**src/rtl/imem_loader_pkg.sv**
```systemverilog
// Shared definitions for the boot-time instruction loader: FSM states,
// stream framing constants and the header legality check.
package imem_loader_pkg;

    typedef enum logic [2:0] {
        ST_IDLE = 3'd0,
        ST_HDR0 = 3'd1,
        ST_HDR1 = 3'd2,
        ST_DATA = 3'd3,
        ST_HOLD = 3'd4,
        ST_RUN  = 3'd5,
        ST_ERR  = 3'd6
    } state_t;

    localparam int HDR_BYTES      = 2;
    localparam int BYTES_PER_WORD = 4;

    // A header is usable only if it names at least one word and fits the memory.
    function automatic logic count_legal(input logic [15:0] count, input int depth);
        return (count != 16'd0) && ({16'd0, count} <= $unsigned(depth));
    endfunction

endpackage

```
**src/rtl/imem_loader_byte_word_assembler.sv**
```systemverilog
// Little-endian byte-to-word assembler: collects three bytes in a shift
// register and presents the full word alongside the fourth byte.
module byte_word_assembler
    import imem_loader_pkg::*;
(
    input  logic        CLK,
    input  logic        resetl,
    input  logic        clear,
    input  logic        byte_en,
    input  logic [7:0]  byte_data,
    output logic [31:0] word,
    output logic        word_valid
);

    localparam int LANES = BYTES_PER_WORD - 1;

    logic [7:0] lane_reg [LANES];
    logic [1:0] byte_cnt_reg;
    logic       last_byte;

    assign last_byte  = (byte_cnt_reg == 2'(BYTES_PER_WORD - 1));
    assign word_valid = byte_en && last_byte;

    always_ff @(posedge CLK) begin
        if (!resetl || clear) begin
            byte_cnt_reg <= 2'd0;
        end else if (byte_en) begin
            byte_cnt_reg <= byte_cnt_reg + 2'd1;
        end
    end

    // Newest byte enters the top lane, so after three shifts lane 0 holds byte 0.
    genvar gi;
    generate
        for (gi = 0; gi < LANES; gi++) begin : g_lane
            if (gi == LANES - 1) begin : g_top
                always_ff @(posedge CLK) begin
                    if (!resetl || clear) begin
                        lane_reg[gi] <= 8'd0;
                    end else if (byte_en) begin
                        lane_reg[gi] <= byte_data;
                    end
                end
            end else begin : g_mid
                always_ff @(posedge CLK) begin
                    if (!resetl || clear) begin
                        lane_reg[gi] <= 8'd0;
                    end else if (byte_en) begin
                        lane_reg[gi] <= lane_reg[gi+1];
                    end
                end
            end
            assign word[8*gi +: 8] = lane_reg[gi];
        end
    endgenerate

    assign word[31:24] = byte_data;

endmodule

```
**src/rtl/imem_loader.sv**
```systemverilog
// Boot loader: parses a counted little-endian byte stream into instruction
// memory writes, then hands startpc to the core and releases its reset.
module imem_loader
    import imem_loader_pkg::*;
#(
    parameter int DEPTH_WORDS = 64,
    parameter int ADDR_W      = 6,
    parameter int HOLD_CYCLES = 2
) (
    input  logic              CLK,
    input  logic              resetl,
    input  logic              load_start,
    input  logic [63:0]       start_pc_in,
    input  logic              byte_valid,
    input  logic [7:0]        byte_data,
    output logic              byte_ready,
    output logic              imem_we,
    output logic [ADDR_W-1:0] imem_waddr,
    output logic [31:0]       imem_wdata,
    output logic              cpu_resetl,
    output logic [63:0]       startpc,
    output logic              busy,
    output logic              err
);

    state_t             state_reg, state_next;
    logic [15:0]        count_reg;
    logic [ADDR_W-1:0]  addr_reg;
    logic [3:0]         hold_cnt_reg;
    logic [63:0]        start_pc_reg;
    logic               imem_we_reg;
    logic [ADDR_W-1:0]  imem_waddr_reg;
    logic [31:0]        imem_wdata_reg;

    logic               accept;
    logic               start_accept;
    logic               data_en;
    logic [31:0]        asm_word;
    logic               word_valid;

    assign accept       = byte_valid && byte_ready;
    assign start_accept = load_start &&
                          ((state_reg == ST_IDLE) || (state_reg == ST_RUN) || (state_reg == ST_ERR));
    assign data_en      = accept && (state_reg == ST_DATA);

    byte_word_assembler u_asm (
        .CLK        (CLK),
        .resetl     (resetl),
        .clear      (start_accept),
        .byte_en    (data_en),
        .byte_data  (byte_data),
        .word       (asm_word),
        .word_valid (word_valid)
    );

    always_ff @(posedge CLK) begin
        if (!resetl) begin
            state_reg <= ST_IDLE;
        end else begin
            state_reg <= state_next;
        end
    end

    always_comb begin
        state_next = state_reg;
        case (state_reg)
            ST_IDLE, ST_RUN, ST_ERR: begin
                if (load_start) state_next = ST_HDR0;
            end
            ST_HDR0: begin
                if (accept) state_next = ST_HDR1;
            end
            ST_HDR1: begin
                if (accept) begin
                    state_next = count_legal({byte_data, count_reg[7:0]}, DEPTH_WORDS)
                                 ? ST_DATA : ST_ERR;
                end
            end
            ST_DATA: begin
                if (word_valid && (count_reg == 16'd1)) state_next = ST_HOLD;
            end
            // The write cycle plus HOLD_CYCLES quiet cycles precede release.
            ST_HOLD: begin
                if (hold_cnt_reg == 4'(HOLD_CYCLES)) state_next = ST_RUN;
            end
            default: state_next = ST_IDLE;
        endcase
    end

    always_comb begin
        byte_ready = 1'b0;
        busy       = 1'b0;
        err        = 1'b0;
        cpu_resetl = 1'b0;
        case (state_reg)
            ST_HDR0, ST_HDR1, ST_DATA: begin
                byte_ready = 1'b1;
                busy       = 1'b1;
            end
            ST_HOLD: busy       = 1'b1;
            ST_RUN:  cpu_resetl = 1'b1;
            ST_ERR:  err        = 1'b1;
            default: ;
        endcase
    end

    always_ff @(posedge CLK) begin
        if (!resetl) begin
            count_reg      <= 16'd0;
            addr_reg       <= '0;
            hold_cnt_reg   <= 4'd0;
            start_pc_reg   <= 64'd0;
            imem_we_reg    <= 1'b0;
            imem_waddr_reg <= '0;
            imem_wdata_reg <= 32'd0;
        end else begin
            imem_we_reg <= word_valid;
            if (word_valid) begin
                imem_waddr_reg <= addr_reg;
                imem_wdata_reg <= asm_word;
            end

            if (start_accept) begin
                start_pc_reg <= start_pc_in;
                addr_reg     <= '0;
                count_reg    <= 16'd0;
            end else if (accept && (state_reg == ST_HDR0)) begin
                count_reg[7:0] <= byte_data;
            end else if (accept && (state_reg == ST_HDR1)) begin
                count_reg[15:8] <= byte_data;
            end else if (word_valid) begin
                addr_reg  <= addr_reg + 1'b1;
                count_reg <= count_reg - 16'd1;
            end

            if (state_reg == ST_HOLD) begin
                hold_cnt_reg <= hold_cnt_reg + 4'd1;
            end else begin
                hold_cnt_reg <= 4'd0;
            end
        end
    end

    assign imem_we    = imem_we_reg;
    assign imem_waddr = imem_waddr_reg;
    assign imem_wdata = imem_wdata_reg;
    assign startpc    = start_pc_reg;

endmodule

```
**config.mk**
```make
export PLATFORM = sky130hd
export DESIGN_NAME = imem_loader
export DESIGN_NICKNAME = d
export VERILOG_FILES = /design/src/rtl/imem_loader_pkg.sv /design/src/rtl/imem_loader_byte_word_assembler.sv /design/src/rtl/imem_loader.sv
export SDC_FILE = /design/constraint.sdc
export NUM_CORES = 1
export LEC_CHECK = 0
export BUFFER_PORTS_ARGS = -buffer_cell sky130_fd_sc_hd__buf_2
export CAP_MARGIN = 20
export CORE_MARGIN = 2
export CORE_UTILIZATION = 34
export CTS_CLUSTER_DIAMETER = 100
export CTS_CLUSTER_SIZE = 25
export DETAILED_ROUTE_END_ITERATION = 10
export MAX_ROUTING_LAYER = met4
export PLACE_DENSITY = 0.56
export SETUP_SLACK_MARGIN = 0.15
export SLEW_MARGIN = 5
export SYNTH_ARGS = -nofsm -noshare
export SYNTH_HDL_FRONTEND = slang
export SYNTH_HIERARCHICAL = 1
export SYNTH_SLANG_ARGS = --single-unit
```
**constraint.sdc**
```tcl
create_clock -name CLK -period 3.85 [get_ports CLK]
set_input_delay 0.1925 -clock CLK [delete_from_list [all_inputs] [get_ports CLK]]
set_output_delay 0.1925 -clock CLK [all_outputs]
set_load 0.02 [all_outputs]
```
==> After elaboration in Yosys (flattened, before gate mapping) <==
Memories as Yosys holds them, arrays and structs flattened. A register that Yosys moved wholly into a read port is not among the register bits.
Index checks and enable logic that the tools add are counted.
{ "op_classes": {"n_addsub": 4, "n_mul": 0, "div": 0, "magnitude_cmp": 1, "eq_ne": 15, "shifts": 0, "muxes": 23, "bitwise": 6, "n_reduce_logical": 26} }
{ "ops": {"columns": ["op", "n"], "rows": [
  ["$mux W8", 6],
  ["$mux W3", 6],
  ["$eq A16 B1 Y1 const B", 1],
  ["$le A16 B7 Y1 const B", 1],
  ["$mux W16", 1],
  ["$reduce_bool A16 Y1", 1],
  ["$sub A16 B1 Y16 const B", 1],
  ["$pmux W3 S5", 1],
  ["$ne A2 B2 Y1 const B", 5],
  ["$eq A3 B3 Y1 const B", 3],
  ["$mux W1", 9],
  ["$logic_and A1 B1 Y1", 8],
  ["$add A6 B1 Y6 const B", 1],
  ["$eq A3 B2 Y1 const B", 2],
  ["$reduce_and A2 Y1", 3],
  ["$reduce_or A3 Y1", 2],
  ["$reduce_and A5 Y1", 1],
  ["$add A4 B1 Y4 const B", 1],
  ["$eq A4 B2 Y1 const B", 1],
  ["$reduce_bool A2 Y1", 2],
  ["$reduce_or A4 Y1", 1],
  ["$eq A3 B1 Y1 const B", 1],
  ["$logic_not A3 Y1", 1],
  ["$logic_or A1 B1 Y1", 3],
  ["8 further kinds", 13]
]} }
{ "totals": {"ff_bits": 134, "latchBits": 0, "mem_bits_rw": 24, "romBits": 0, "input_bits": 76, "output_inout_bits": 107, "memories": 1} }
{ "memory_table": {"columns": ["name", "words", "word_bits", "rd", "rd_clocked_by_memory_dff", "write_ports", "line_no", "rtl"], "rows": [
  ["u_asm.lane_reg", 3, 8, 3, 1, 3, "imem_loader_byte_word_assembler.sv:17", "logic [7:0] lane_reg [LANES];"]
]} }

==> Depth between registers and ports, before layout <==
Gate-level depths: netlist of run 1.
{ "logic_depth": {"ltp_word": 9, "ltp_mapped": 10, "mapped_depth_nobuf": 7} }

==> Cells and area by module <==
Netlist of run 1, hierarchy kept.
{ "by_module_without_submodules": {"columns": ["mod", "instances", "cells_per_inst", "area_per_inst_um2", "seq_area_each_um2"], "rows": [
  ["imem_loader", 1, 632, 5599.1, 2642.5],
  ["byte_word_assembler", 1, 69, 1081.0, 760.7]
]} }

==> Worst setup path before layout of run 1 <==
Ideal clock, no wire load.
{ "synth_timing": {"path_type": "register to register", "startpoint": "register state_reg[1]", "endpoint": "register count_reg[6]", "setup_ns": 0.079, "arrival_ns": 2.554, "t_required_ns": 3.771, "slack_ns": 1.216, "stages_incl_launch_ff": 10, "synth_period_minus_slack_ns": 2.634, "path_cell_list": "dfxtp_1 -> clkbuf_1 -> inv_1 -> nor3_1 -> and2_2 -> clkbuf_1 -> nand2_1 -> or3_1 -> xor2_1 -> a211oi_2"} }
{ "synth_via": {"elab_chain_len": 8, "word_cells_on_any_way": 21, "cone_classes": "eq/ne (6); mux (2); reduce/logical (13)"} }
{ "synth_rtl": {"columns": ["element", "line_no", "rtl"], "rows": [
  ["start, declared", "imem_loader.sv:26", "state_t state_reg, state_next;"],
  ["start signal, assigned", "imem_loader.sv:60", "state_reg <= state_next;"],
  ["$eq A3 B2 Y1 (tied with other cells)", "imem_loader.sv:44, imem_loader.sv:95", null],
  ["$reduce_or A3 Y1", "imem_loader.sv:95", "case (state_reg)"],
  ["$mux W1", "imem_loader.sv:95", null],
  ["$logic_and A1 B1 Y1", "imem_loader.sv:41", "assign accept = byte_valid && byte_ready;"],
  ["$logic_and A1 B1 Y1 (*)", "imem_loader.sv:44", "assign data_en = accept && (state_reg == ST_DATA);"],
  ["via data_en", "imem_loader.sv:37", "logic data_en;"],
  ["$logic_and A1 B1 Y1 (*)", "imem_loader_byte_word_assembler.sv:22", "assign word_valid = byte_en && last_byte;"],
  ["via word_valid", "imem_loader.sv:39", "logic word_valid;"],
  ["$reduce_bool A2 Y1 (no source line) (*)", null, null],
  ["$reduce_and A2 Y1 (no source line) (*)", null, null],
  ["end signal, assigned", "imem_loader.sv:128", "count_reg[7:0] <= byte_data;"],
  ["end signal, assigned", "imem_loader.sv:133", "count_reg <= count_reg - 16'd1;"],
  ["end, declared", "imem_loader.sv:27", "logic [15:0] count_reg;"]
]} }
The timed path passes the listed nets; every way through them passes the cells marked *.
A chain may end at the register's enable or synchronous reset.

==> Final worst setup path of run 1 <==
{ "layout_timing": {"startpoint": "register state_reg[1]", "endpoint": "register addr_reg[5]"} }
{ "layout_via": {"elab_chain_len": 7, "word_cells_on_any_way": 20, "cone_classes": "eq/ne (5); mux (1); bitwise (2); reduce/logical (12)"} }
{ "layout_rtl": {"columns": ["element", "line_no", "rtl"], "rows": [
  ["$eq A3 B2 Y1 (tied with other cells)", "imem_loader.sv:44, imem_loader.sv:95", null],
  ["$reduce_or A3 Y1", "imem_loader.sv:95", null],
  ["$mux W1", "imem_loader.sv:95", null],
  ["$logic_and A1 B1 Y1", "imem_loader.sv:41", null],
  ["$logic_and A1 B1 Y1 (*)", "imem_loader.sv:44", null],
  ["via data_en", "imem_loader.sv:37", null],
  ["$logic_and A1 B1 Y1 (*)", "imem_loader_byte_word_assembler.sv:22", null],
  ["via word_valid", "imem_loader.sv:39", null],
  ["$reduce_and A3 Y1 (no source line) (*)", null, null],
  ["end signal, assigned", "imem_loader.sv:132", "addr_reg <= addr_reg + 1'b1;"],
  ["end, declared", "imem_loader.sv:28", "logic [ADDR_W-1:0] addr_reg;"]
]} }
Marks and branches as above.

==> metrics.sh, run 1 <==
TOTALWIRELENGTH_MM=16.3
GRT_OVERFLOW=0
POSTSYNTHCELLCOUNT=701
DRTITER0DRC=410
NUMBER_OF_SYNTHESIZED_FLOPS_WITH_AN_ENABLE_PIN=24
HOLD_PATH_ENDPOINT='startpc[7]'
LAYOUT.NETS=983
SYNTH.CELL_AREA_UM2=6680
FINALCRITPERIODSHARE=0.748
WORSTREG2REGEND='addr_reg[5]'
TIMING.FINAL.HOLD_VIOLATIONS=0
REG2REGPATHDEPTH=7
ARRIVAL_NS=3.17
GRT_USAGE=0.160
POSTSYNTHNETCOUNT=783
DR.PASS1.ITERS=7
DETAILROUTE.VIA_COUNT=5354
ANTENNA_VIOLATING_NETS_POST_ROUTE=0
FINALINSTANCEAREA_UM2=8730
POWER.SHARE.SEQUENTIAL=0.398
RSZ0062_AT_GRT='no'
CTS_HOLD_REPAIR.BUFFERS=47
CTS_MADE_BUFFERS=17
LAYOUT-DRIVE-GT1-SHARE=0.265
STANDARD_CELL_AREA_AFTER_DETAILED_PLACEMENT_UM2=7670
PLACEMENT.SETUP.WORST_SLACK_NS=1.04
VDD_DROP_MAX_mV=0.328
LAYOUT_MIN_CYCLE_TIME_NS=2.88
TIMING.CRITICAL_PATH.CELLS='inv_1, nor3_1, and2_2, a21boi_2, nand4_1, xor2_1, nor2_1'
P_INT_mW=3.45
DIE_AREA_UM2=20800
ANTENNA_FOUND_INITIAL=0
TIMING.REG2REG.SETUP_SLACK_NS=0.97
COMMONEST_NON_FILL_NON_TAP_CELL_IN_THE_LAYOUT='buf_2'
CTS_POST_SETUP_BUFFERS_INSERTED=0
CTS.ROOT.BUFFER_CELL='clkbuf_16'
AREA_GROWTH_SYN_TO_LAYOUT_PCT=30.7
WORST_HOLD_PATH.NUM_CELLS=3
TIMING.RR.START='state_reg[1]'
GRT_MAX_DEGREE=79
FINAL.SETUP_SKEW_NS=0.00839
DIE_Y_UM=144
OUTCOME='completed'
POST_SYNTH_NUM_CELL_TYPES=55
STARTPOINT_TYPE='register'
MAXCLOCKFREQUENCY_MHz=347
SYNTH.YOSYS.SEQ_AREA_SHARE=0.509
CLKTRANSATPATHREGS_NS=0.06
WORSTHOLDSTART='start_pc_in[7]'
FP.COREAREA_UM2=19400
ASYNC_RESET_FF_FRAC=0
YS_WARN_COUNT=6
SETUP_WS_NS=0.971
TIGHTESTPINTRANSITION_NS=0.802
SUM_NEG_SETUP_SLACK_NS=0
FLOORPLAN.ROWS=51
DP_HPWL_MM=10.6
TIMING.HOLD.WORST.CLASS='in2reg'
BUFFER_DEPTH_OF_THE_LONGEST_CLOCK_PATH=2
SYN-MEAN-INSTANCE-AREA_UM2=9.53
POWER.DENSITY_CELL_AREA_nW_PER_UM2=607
SYNTH.TOP_CELL.AREA_SHARE=0.402
SWSHARE=0.348
POWER.CLOCK.FRACTION=0.318
CP.BUFFERS_INVERTERS=1
NET-SWITCHING-POWER_mW=1.84
LARGEST_REGISTER_FF_COUNT=64
WORSTSETUPENDPOINTTYPE='register'
VIA_COUNT_OF_THE_FIRST_GLOBAL_ROUTING_PASS=5092
DRV.MAX_CAP_VIOLATION_COUNT=0
DRT_DRC_VIOLATIONS_LEFT=0
TIMING_MAX_TRANSITION_VIOLATIONS_FINAL=0
CLOCK_TREE_FROM_TRITONCTS='yes'
CTS.REPAIR.RESIZED=0
FILLCELLCOUNT=1911
SLEW-LIMIT-HEADROOM=0.458
GP_CONGESTION=0.818
TIMING.CRITICAL_PATH.REQUIRED_NS=4.14
MAX_STAGE_DELAY_NS=0.64
DOMINANTREGCELLSYNTH='dfxtp_1'
YS_SEQ_ELEMENTS=158
NUM_IO_PINS=183
CPLARGESTDELAYFAMILY='simple AND/OR/NAND/NOR gates'
SYNTH_LARGEST_AREA_CELL='dfxtp_1'
IO_BUFFERS=182
WORST_SKEW_PAIR_LATER_PIN_LATENCY_NS=0.42
ANTENNADIODECOUNT=0
FINALHOLDWORSTSLACK_NS=0.0191
YS_TOP_CELLS_BY_AREA='dfxtp_1, edfxtp_1, nand2_1, a21boi_1, mux2i_1'
FLOORPLAN.DIE.WIDTH_UM=144
CTS_NUM_SINKS=158
CRITPATHKIND='reg2reg'
CP_SLOWEST_CELL='dfxtp_1'
SETUP_VIOL_COUNT_FINAL=0
POWER.STATIC_LEAKAGE_nW=3.68
LAYOUT_COMMON_CELLS='buf_2, nand2_1, dfxtp_1, a21boi_1, dlygate4sd3_1'
STARTING_UTILIZATION_OF_THE_CORE_AREA=0.344
GRT_FIRST_PASS_WIRELENGTH_MM=25.5
RATIO_OF_ROUTED_VIAS_TO_STANDARD_CELLS=4.54
HTREEDEPTH=4
WL_CELL_UM=13.8
CRIT_PATH_MAX_FANOUT=16
POWER_FRAC_COMB=0.283
[power groups by stage]
stage / combinational (mW) / clock (mW) / sequential, mW
after global routing: 1.66 / 1.82 / 2.15
after global placement: 1.48 / 0 / 2.14
final: 1.50 / 1.69 / 2.11
after CTS: 1.52 / 1.74 / 2.11
after detailed placement: 1.48 / 0 / 2.15
after floorplan: 0.947 / 0 / 2.28
[worst max-delay path by stage]
| stage | startpoint | to | slack [ns] | cells after the start |
|---|---|---|---|---|
| finish | state_reg[1] | addr_reg[5] | 0.97 | 7 |
| CTS | state_reg[1] | addr_reg[5] | 0.99 | 7 |
| detailed placement | state_reg[1] | addr_reg[5] | 1.04 | 7 |
| global placement | state_reg[1] | state_reg[1] | 1.08 | 7 |
| global route | state_reg[1] | count_reg[10] | 0.64 | 7 |
| floorplan | state_reg[1] | count_reg[6] | 1.22 | 9 |
[Yosys cell counts (all sizes together) (5+ instances only)]
library cell,instances
clkbuf,17
mux2i,42
edfxtp,24
nand2b,5
buf,37
nand2,153
nand3,6
o21ai,13
a21oi,13
dfxtp,134
nand4,5
xor2,10
inv,7
nor2,26
and2,28
nor2b,40
ha,6
xnor2,6
a21boi,67
a211oi,8
nor3,10
[cells by family (layout without fill, tap and decap cells)]
group | Yosys count | in the layout | synth area share
AOI/OAI and AO/OA | 124 | 124 | 0.132
muxes | 42 | 42 | 0.0629
xor gates and xnor gates | 16 | 16 | 0.0210
buffers and inverters | 61 | 274 | 0.0489
adders and majority gates | 6 | 6 | 0.0112
DFF | 158 | 158 | 0.509
and+or+nand+nor | 294 | 294 | 0.214
[worst register-to-register path: stages, from the launching register on]
cell and delay, ns:
dfxtp_1 0.64, inv_1 0.24, nor3_1 0.57, and2_2 0.41, a21boi_2 0.47, nand4_1 0.20, xor2_1 0.18, nor2_1 0.05
[metrics by stage]
step | util | total power, mW | std cells
after floorplan | - | 3.22 | 701
after global placement | 0.395 | 3.62 | 1100
after detailed placement | 0.395 | 3.62 | 1100
after CTS | 0.450 | 5.37 | 1179
after global routing | 0.450 | 5.63 | 1179
final | 0.450 | 5.30 | 1179
[routing by layer]
| metal | vias up | track usage | part of all wire |
|---|---|---|---|
| li1 | 2761 | - | - |
| met1 | 2435 | 0.191 | 0.46 |
| met2 | 130 | 0.261 | 0.47 |
| met3 | 28 | 0.0364 | 0.045 |
| met4 | 0 | 0.0700 | 0.026 |
| met5 | - | - | 0 |
[final cells by class]
| cell class | count | area, um^2 | share of cell area |
|---|---|---|---|
| Sequential cell | 158 | 3400 | 0.390 |
| Multi-Input combinational cell | 482 | 2950 | 0.338 |
| Timing Repair Buffer | 235 | 1430 | 0.163 |
| Clock buffer | 21 | 460 | 0.0527 |
| Tap cell | 265 | 332 | 0.0380 |
| Clock inverter | 11 | 129 | 0.0148 |
| Inverter | 7 | 26.3 | 0.00301 |
No activity file was read; power rests on OpenSTA's default activity.
==> run 2, diff against run 1 <==
--- a/config.mk
+++ b/config.mk
@@ -13,7 +13,7 @@
 export CTS_CLUSTER_SIZE = 25
 export DETAILED_ROUTE_END_ITERATION = 10
 export MAX_ROUTING_LAYER = met4
-export PLACE_DENSITY = 0.56
+export PLACE_DENSITY = 0.58
 export SETUP_SLACK_MARGIN = 0.15
 export SLEW_MARGIN = 5
 export SYNTH_ARGS = -nofsm -noshare
==> constraint.sdc (replaced) <==
create_clock -name CLK -period 2.3 [get_ports CLK]
set_input_delay 0.115 -clock CLK [delete_from_list [all_inputs] [get_ports CLK]]
set_output_delay 0.115 -clock CLK [all_outputs]
set_load 0.02 [all_outputs]
==> run 2 against run 1 <==
Effect of this change: sequential power increased by 64%; highest routed layer unchanged; critical path type unchanged; worst hold slack gained 0.0081 ns; total power up 71%; sequential share of layout area shrank 1.2 points; combinational power is 84% higher.
==> metrics.sh, run 2 (synthesis gave the netlist of run 1 again) <==
NUM_IO_PINS=183
GRT_MAX_DEGREE=72
POWER.STATIC_LEAKAGE_nW=3.81
GRTUSAGEMET1=0.195
FP.COREAREA_UM2=19400
TIGHTESTPINTRANSITION_NS=0.704
CLOCK_TREE_FROM_TRITONCTS='yes'
ANTENNA_VIOLATING_NETS_POST_ROUTE=0
DIE_Y_UM=144
POWER.DENSITY_CELL_AREA_nW_PER_UM2=1000
GR_UTIL_MET3=0.0364
WORST_HOLD_PATH.NUM_CELLS=3
FINALCRITPERIODSHARE=0.866
WORSTSETUPENDPOINTTYPE='register'
CTS_MADE_BUFFERS=17
ANTENNADIODECOUNT=0
SUM_NEG_SETUP_SLACK_NS=0
HOLD_PATH_ENDPOINT='count_reg[1]'
VIA_COUNT_OF_THE_FIRST_GLOBAL_ROUTING_PASS=5325
TIMING.RR.START='state_reg[1]'
DRTITER0DRC=278
LAYOUT_MIN_CYCLE_TIME_NS=1.99
IO_BUFFERS=182
DETAILROUTE.VIA_COUNT=5519
STARTPOINT_TYPE='register'
GP_CONGESTION=0.827
GRT_USAGE=0.164
FLOORPLAN.ROWS=51
DRV.MAX_CAP_VIOLATION_COUNT=0
SLEW-LIMIT-HEADROOM=0.531
CLKTRANSATPATHREGS_NS=0.06
WORST_SKEW_PAIR_LATER_PIN_LATENCY_NS=0.42
WORSTREG2REGEND='u_asm/lane_reg[0][4]'
CRIT_PATH_MAX_FANOUT=24
WL_CELL_UM=13.8
TIMING.REG2REG.SETUP_SLACK_NS=0.31
TOTAL_AREA_OF_MULTI_INPUT_COMBINATIONAL_CELLS_UM2=2960
TIMING.CRITICAL_PATH.REQUIRED_NS=2.35
RSZ0062_AT_GRT='no'
ARRIVAL_NS=2.04
DIE_AREA_UM2=20800
MAXCLOCKFREQUENCY_MHz=502
FLOORPLAN.DIE.WIDTH_UM=144
LAYOUT_COMMON_CELLS='buf_2, nand2_1, dfxtp_1, a21boi_1, dlygate4sd3_1'
GRT_FIRST_PASS_WIRELENGTH_MM=26.2
CTS.ROOT.BUFFER_CELL='clkbuf_16'
TOTALWIRELENGTH_MM=16.7
TIMING.HOLD.WORST.CLASS='in2reg'
GRT-BUSIEST-LAYER='met2'
LAYOUT.NETS=1013
GRT_OVERFLOW=0
CTS_POST_SETUP_BUFFERS_INSERTED=0
STARTING_UTILIZATION_OF_THE_CORE_AREA=0.344
CRITPATHKIND='reg2reg'
CTS_NUM_SINKS=158
COMMONEST_NON_FILL_NON_TAP_CELL_IN_THE_LAYOUT='buf_2'
SETUP_VIOL_COUNT_FINAL=0
POSTLAYOUTCOREUTIL=0.464
LARGEST_REGISTER_FF_COUNT=64
VDD_DROP_MAX_mV=0.485
FINAL.SETUP_SKEW_NS=0.0142
OUTCOME='completed'
RATIO_OF_ROUTED_VIAS_TO_STANDARD_CELLS=4.56
WORSTHOLDSTART='byte_data[1]'
TIMING_MAX_TRANSITION_VIOLATIONS_FINAL=0
AREA.SEQUENTIAL_UM2=3400
ANTENNA_FOUND_INITIAL=0
BUFFER_DEPTH_OF_THE_LONGEST_CLOCK_PATH=2
TIMING.FINAL.HOLD_VIOLATIONS=0
FILLCELLCOUNT=1886
LAYOUT-DRIVE-GT1-SHARE=0.270
DP_HPWL_MM=10.8
DRT_DRC_VIOLATIONS_LEFT=0
AREA_GROWTH_SYN_TO_LAYOUT_PCT=34.9
REG2REGPATHDEPTH=7
FINALHOLDWORSTSLACK_NS=0.0272
HTREEDEPTH=4
DR.PASS1.ITERS=4
GLOBAL_ROUTE.USAGE.MET2=0.272
-- run 2: where the power goes --
part	internal, mW	total, mW	switching, mW
Combinational	0.987	2.76	1.77
Clock	1.62	2.81	1.19
Sequential	3.25	3.47	0.223
Total	5.85	9.04	3.19
-- run 2: per-stage QoR --
step	power, mW	setup slack, ns	cells	instance area, um^2
3_5_place_dp	6.21	0.297	1112	7770
6_report	9.04	0.309	1209	9010
3_3_place_gp	6.21	0.304	1112	7770
5_1_grt	9.57	0.158	1209	9010
2_1_floorplan	5.41	0.159	701	6700
4_1_cts	9.14	0.296	1209	9010
-- run 2: area by class of cell --
class / instances / area share
Tap cell: 265 / 0.0368
Multi-Input combinational cell: 482 / 0.329
Clock buffer: 17 / 0.0472
Sequential cell: 158 / 0.378
Timing Repair Buffer: 265 / 0.189
Inverter: 7 / 0.00292
Clock inverter: 15 / 0.0176
-- run 2: worst max-delay path by stage --
stage / start / end / slack [ns]
detailed placement: state_reg[1] / u_asm/lane_reg[0][4] / 0.30
global route: state_reg[1] / u_asm/lane_reg[1][5] / 0.16
global placement: state_reg[1] / u_asm/lane_reg[0][5] / 0.30
CTS: state_reg[1] / u_asm/lane_reg[1][0] / 0.30
floorplan: state_reg[2] / count_reg[6] / 0.16
finish: state_reg[1] / u_asm/lane_reg[0][4] / 0.31
-- run 2: per-layer routing --
metal  wire length [um]  up-vias
met3                748       34
met2               7920      122
met1               7610     2543
li1                   -     2820
met5                  0        -
met4                438        0
-- run 2: what timing repair did --
| item | 4_1_cts | 5_1_grt |
|---|---|---|
| endpoints found under the hold margin | 66 | 0 |
| endpoints found under the setup margin | 0 | 1 |
| hold buffers | 65 | 0 |
| resized for setup | 0 | 1 |
-- run 2: critical path: stages, from the launching register on --
cell and delay [ns]:
dfxtp_1 0.33, buf_4 0.17, nor3_1 0.17, a21oi_1 0.07, nand2b_2 0.19, inv_2 0.07
nand2b_1 0.13, or2_2 0.49
==> run 3, diff against run 2 <==
--- a/config.mk
+++ b/config.mk
@@ -18,5 +18,4 @@
 export SLEW_MARGIN = 5
 export SYNTH_ARGS = -nofsm -noshare
 export SYNTH_HDL_FRONTEND = slang
-export SYNTH_HIERARCHICAL = 1
 export SYNTH_SLANG_ARGS = --single-unit
==> run 3 against run 2 <==
Effect of this change: non-clock buffer count is 2 higher; synthesized area down 4.0%; die area fell by 3.9%; highest routed layer unchanged; maximum frequency is 0.32% higher; critical endpoint is now state_reg[2]; global-route usage is 0.44 points higher; register-to-register slack about the same.
==> metrics.sh, run 3 <==
FP.COREAREA_UM2=18600
POWER.SHARE.SEQUENTIAL=0.423
CRITPATHKIND='reg2reg'
POWER.DENSITY_CELL_AREA_nW_PER_UM2=907
SWSHARE=0.324
SETUP_VIOL_COUNT_FINAL=0
IO_BUFFERS=182
GLOBAL_ROUTE.USAGE.MET2=0.275
AREA_GROWTH_SYN_TO_LAYOUT_PCT=37.7
DR.PASS1.ITERS=4
TOTALWIRELENGTH_MM=16.4
LAYOUT_COMMON_CELLS='nand2_1, buf_2, dfxtp_1, a21boi_0, dlygate4sd3_1'
DIE_Y_UM=141
SYN-MEAN-INSTANCE-AREA_UM2=9.14
CTS_NUM_SINKS=158
CLOCK_TREE_FROM_TRITONCTS='yes'
GRT_FIRST_PASS_WIRELENGTH_MM=26.2
POWER.STATIC_LEAKAGE_nW=3.71
LAYOUT_MIN_CYCLE_TIME_NS=1.98
DP_HPWL_MM=10.8
P_INT_mW=5.41
DIE_AREA_UM2=20000
BUFFER_DEPTH_OF_THE_LONGEST_CLOCK_PATH=2
LAYOUT.NETS=1022
CTS.ROOT.BUFFER_CELL='clkbuf_16'
DOMINANTREGCELLSYNTH='dfxtp_1'
NUM_IO_PINS=183
DRTITER0DRC=177
FILLCELLCOUNT=1802
POWER_FRAC_COMB=0.241
SUM_NEG_SETUP_SLACK_NS=0
TIMING.CRITICAL_PATH.REQUIRED_NS=2.61
FINALINSTANCEAREA_UM2=8830
COMMONEST_NON_FILL_NON_TAP_CELL_IN_THE_LAYOUT='nand2_1'
GRT_OVERFLOW=0
ANTENNADIODECOUNT=0
MAXCLOCKFREQUENCY_MHz=504
CTS_POST_SETUP_BUFFERS_INSERTED=0
WORSTSETUPENDPOINTTYPE='register'
FLOORPLAN.DIE.WIDTH_UM=141
GP_CONGESTION=0.812
FLOORPLAN.ROWS=50
SYNTH_COMMON_CELLS='nand2_1, dfxtp_1, a21boi_0, nor2_1, and2_1'
TIMING.FINAL.HOLD_VIOLATIONS=0
RSZ0062_AT_GRT='no'
DETAILROUTE.VIA_COUNT=5472
GRT-BUSIEST-LAYER='met2'
POST_SYNTH_NUM_CELL_TYPES=52
POWER.CLOCK.FRACTION=0.336
TIMING_MAX_TRANSITION_VIOLATIONS_FINAL=0
POSTSYNTHNETCOUNT=784
FINAL.SETUP_SKEW_NS=0.00938
GRT_MAX_DEGREE=65
YS_SEQ_ELEMENTS=158
VDD_DROP_MAX_mV=0.500
POSTSYNTHCELLCOUNT=702
RATIO_OF_ROUTED_VIAS_TO_STANDARD_CELLS=4.61
GR_UTIL_MET3=0.0483
STARTPOINT_TYPE='register'
YS_TOP_CELLS_BY_AREA='dfxtp_1, nand2_1, a21boi_0, edfxtp_1, and2_1'
FINALCRITPERIODSHARE=0.863
LAYOUT-DRIVE-GT1-SHARE=0.259
ANTENNA_FOUND_INITIAL=0
WL_CELL_UM=13.8
HTREEDEPTH=4
SYNTH.CELL_AREA_UM2=6410
DRT_DRC_VIOLATIONS_LEFT=0
SYNTH.YOSYS.SEQ_AREA_SHARE=0.531
ASYNC_RESET_FF_FRAC=0
SYNTH.TOP_CELL.AREA_SHARE=0.418
TIGHTESTPINTRANSITION_NS=0.553
STARTING_UTILIZATION_OF_THE_CORE_AREA=0.345
SLEW-LIMIT-HEADROOM=0.631
LARGEST_REGISTER_FF_COUNT=64
STANDARD_CELL_AREA_AFTER_DETAILED_PLACEMENT_UM2=7590
GRT_USAGE=0.169
SYNTH_MOST_COMMON_CELL='nand2_1'
DRV.MAX_CAP_VIOLATION_COUNT=0
CRIT_PATH_MAX_FANOUT=6
GRTUSAGEMET1=0.207
NUMBER_OF_SYNTHESIZED_FLOPS_WITH_AN_ENABLE_PIN=24
YS_WARN_COUNT=0
OUTCOME='completed'
SYNTH_LARGEST_AREA_CELL='dfxtp_1'
VIA_COUNT_OF_THE_FIRST_GLOBAL_ROUTING_PASS=5226
ANTENNA_VIOLATING_NETS_POST_ROUTE=0
TIMING.HOLD.WORST.CLASS='in2reg'
WORST_SKEW_PAIR_LATER_PIN_LATENCY_NS=0.43
NET-SWITCHING-POWER_mW=2.60
ARRIVAL_NS=2.29
CTS_MADE_BUFFERS=17
CLKTRANSATPATHREGS_NS=0.07
run 3: cell types whose count changed after synthesis, sizes merged, moves of 10 or more:
cell / before / now
o21ai: 13 / 3
nor2b: 40 / 1
buf: 37 / 26
a21boi: 67 / 102
nand2: 153 / 217
mux2i: 42 / 2
a21oi: 13 / 3
run 3: power by group through the flow:
stage | sequential, mW | combinational, mW | clock (mW)
after floorplan | 3.63 | 1.01 | 0
final | 3.39 | 1.93 | 2.69
after global routing | 3.43 | 2.14 | 2.89
after detailed placement | 3.45 | 1.86 | 0
after CTS | 3.39 | 1.95 | 2.78
after global placement | 3.44 | 1.86 | 0
run 3: repair_timing:
| item | in CTS | in global routing |
|---|---|---|
| hold endpoints to repair | 68 | 0 |
| resized for setup | 0 | 0 |
| hold buffers | 68 | 0 |
run 3: layout make-up:
| class | count | area [um^2] | share of cell area |
|---|---|---|---|
| Sequential cell | 158 | 3400 | 0.385 |
| Multi-Input combinational cell | 490 | 2780 | 0.315 |
| Timing Repair Buffer | 267 | 1770 | 0.200 |
| Clock buffer | 17 | 425 | 0.0482 |
| Tap cell | 234 | 293 | 0.0332 |
| Clock inverter | 15 | 133 | 0.0150 |
| Inverter | 6 | 22.5 | 0.00255 |
run 3: worst max-delay path, cell delays in order (launching register included):
cell and delay (ns):
dfxtp_1 0.35, inv_1 0.07, ha_1 0.15, or4b_4 0.51, o21a_1 0.20, o311ai_2 0.28
nor3b_1 0.09, o31a_1 0.23
run 3: path summary, 6_finish.rpt:
| path | slack (ns) | end | start | cells after the start |
|---|---|---|---|---|
| setup reg to reg | 0.32 | state_reg[2] | count_reg[0] | 7 |
| hold reg to reg | 0.46 | startpc[11] | startpc[11] | 2 |
| hold / removal | 0.02 | imem_wdata[26] | byte_data[2] | 3 |
| setup / recovery | 0.32 | state_reg[2] | count_reg[0] | 7 |
run 3: kinds of logic (layout without fill, tap and decap cells):
logic type	after synthesis	in the layout	share of synthesized area
multiplexers	2	2	0.00312
flip-flops	158	158	0.531
buffers and inverters	54	305	0.0378
adder cells (fa/ha/maj)	7	7	0.0133
XOR/XNOR	25	25	0.0341
AND/OR/NAND/NOR	323	323	0.224
AO/OA/AOI/OAI	133	133	0.157
run 3: per-stage QoR:
step                      std cells  setup WS, ns  utilization  hold WS [ns]  power (mW)
after global routing           1187         0.169        0.475        0.0234        8.46
final                          1187         0.316        0.475        0.0166        8.01
after floorplan                 702         0.252            -         0.251        4.64
after CTS                      1187         0.311        0.475       0.00879        8.12
after detailed placement       1087         0.324        0.408         0.374        5.30
after global placement         1087         0.339        0.408         0.369        5.30
run 3: per-layer routing:
metal | up-vias | share of wire
met3 | 15 | 0.060
met2 | 153 | 0.47
li1 | 2802 | -
met5 | - | 0
met1 | 2502 | 0.46
met4 | 0 | 0.0083
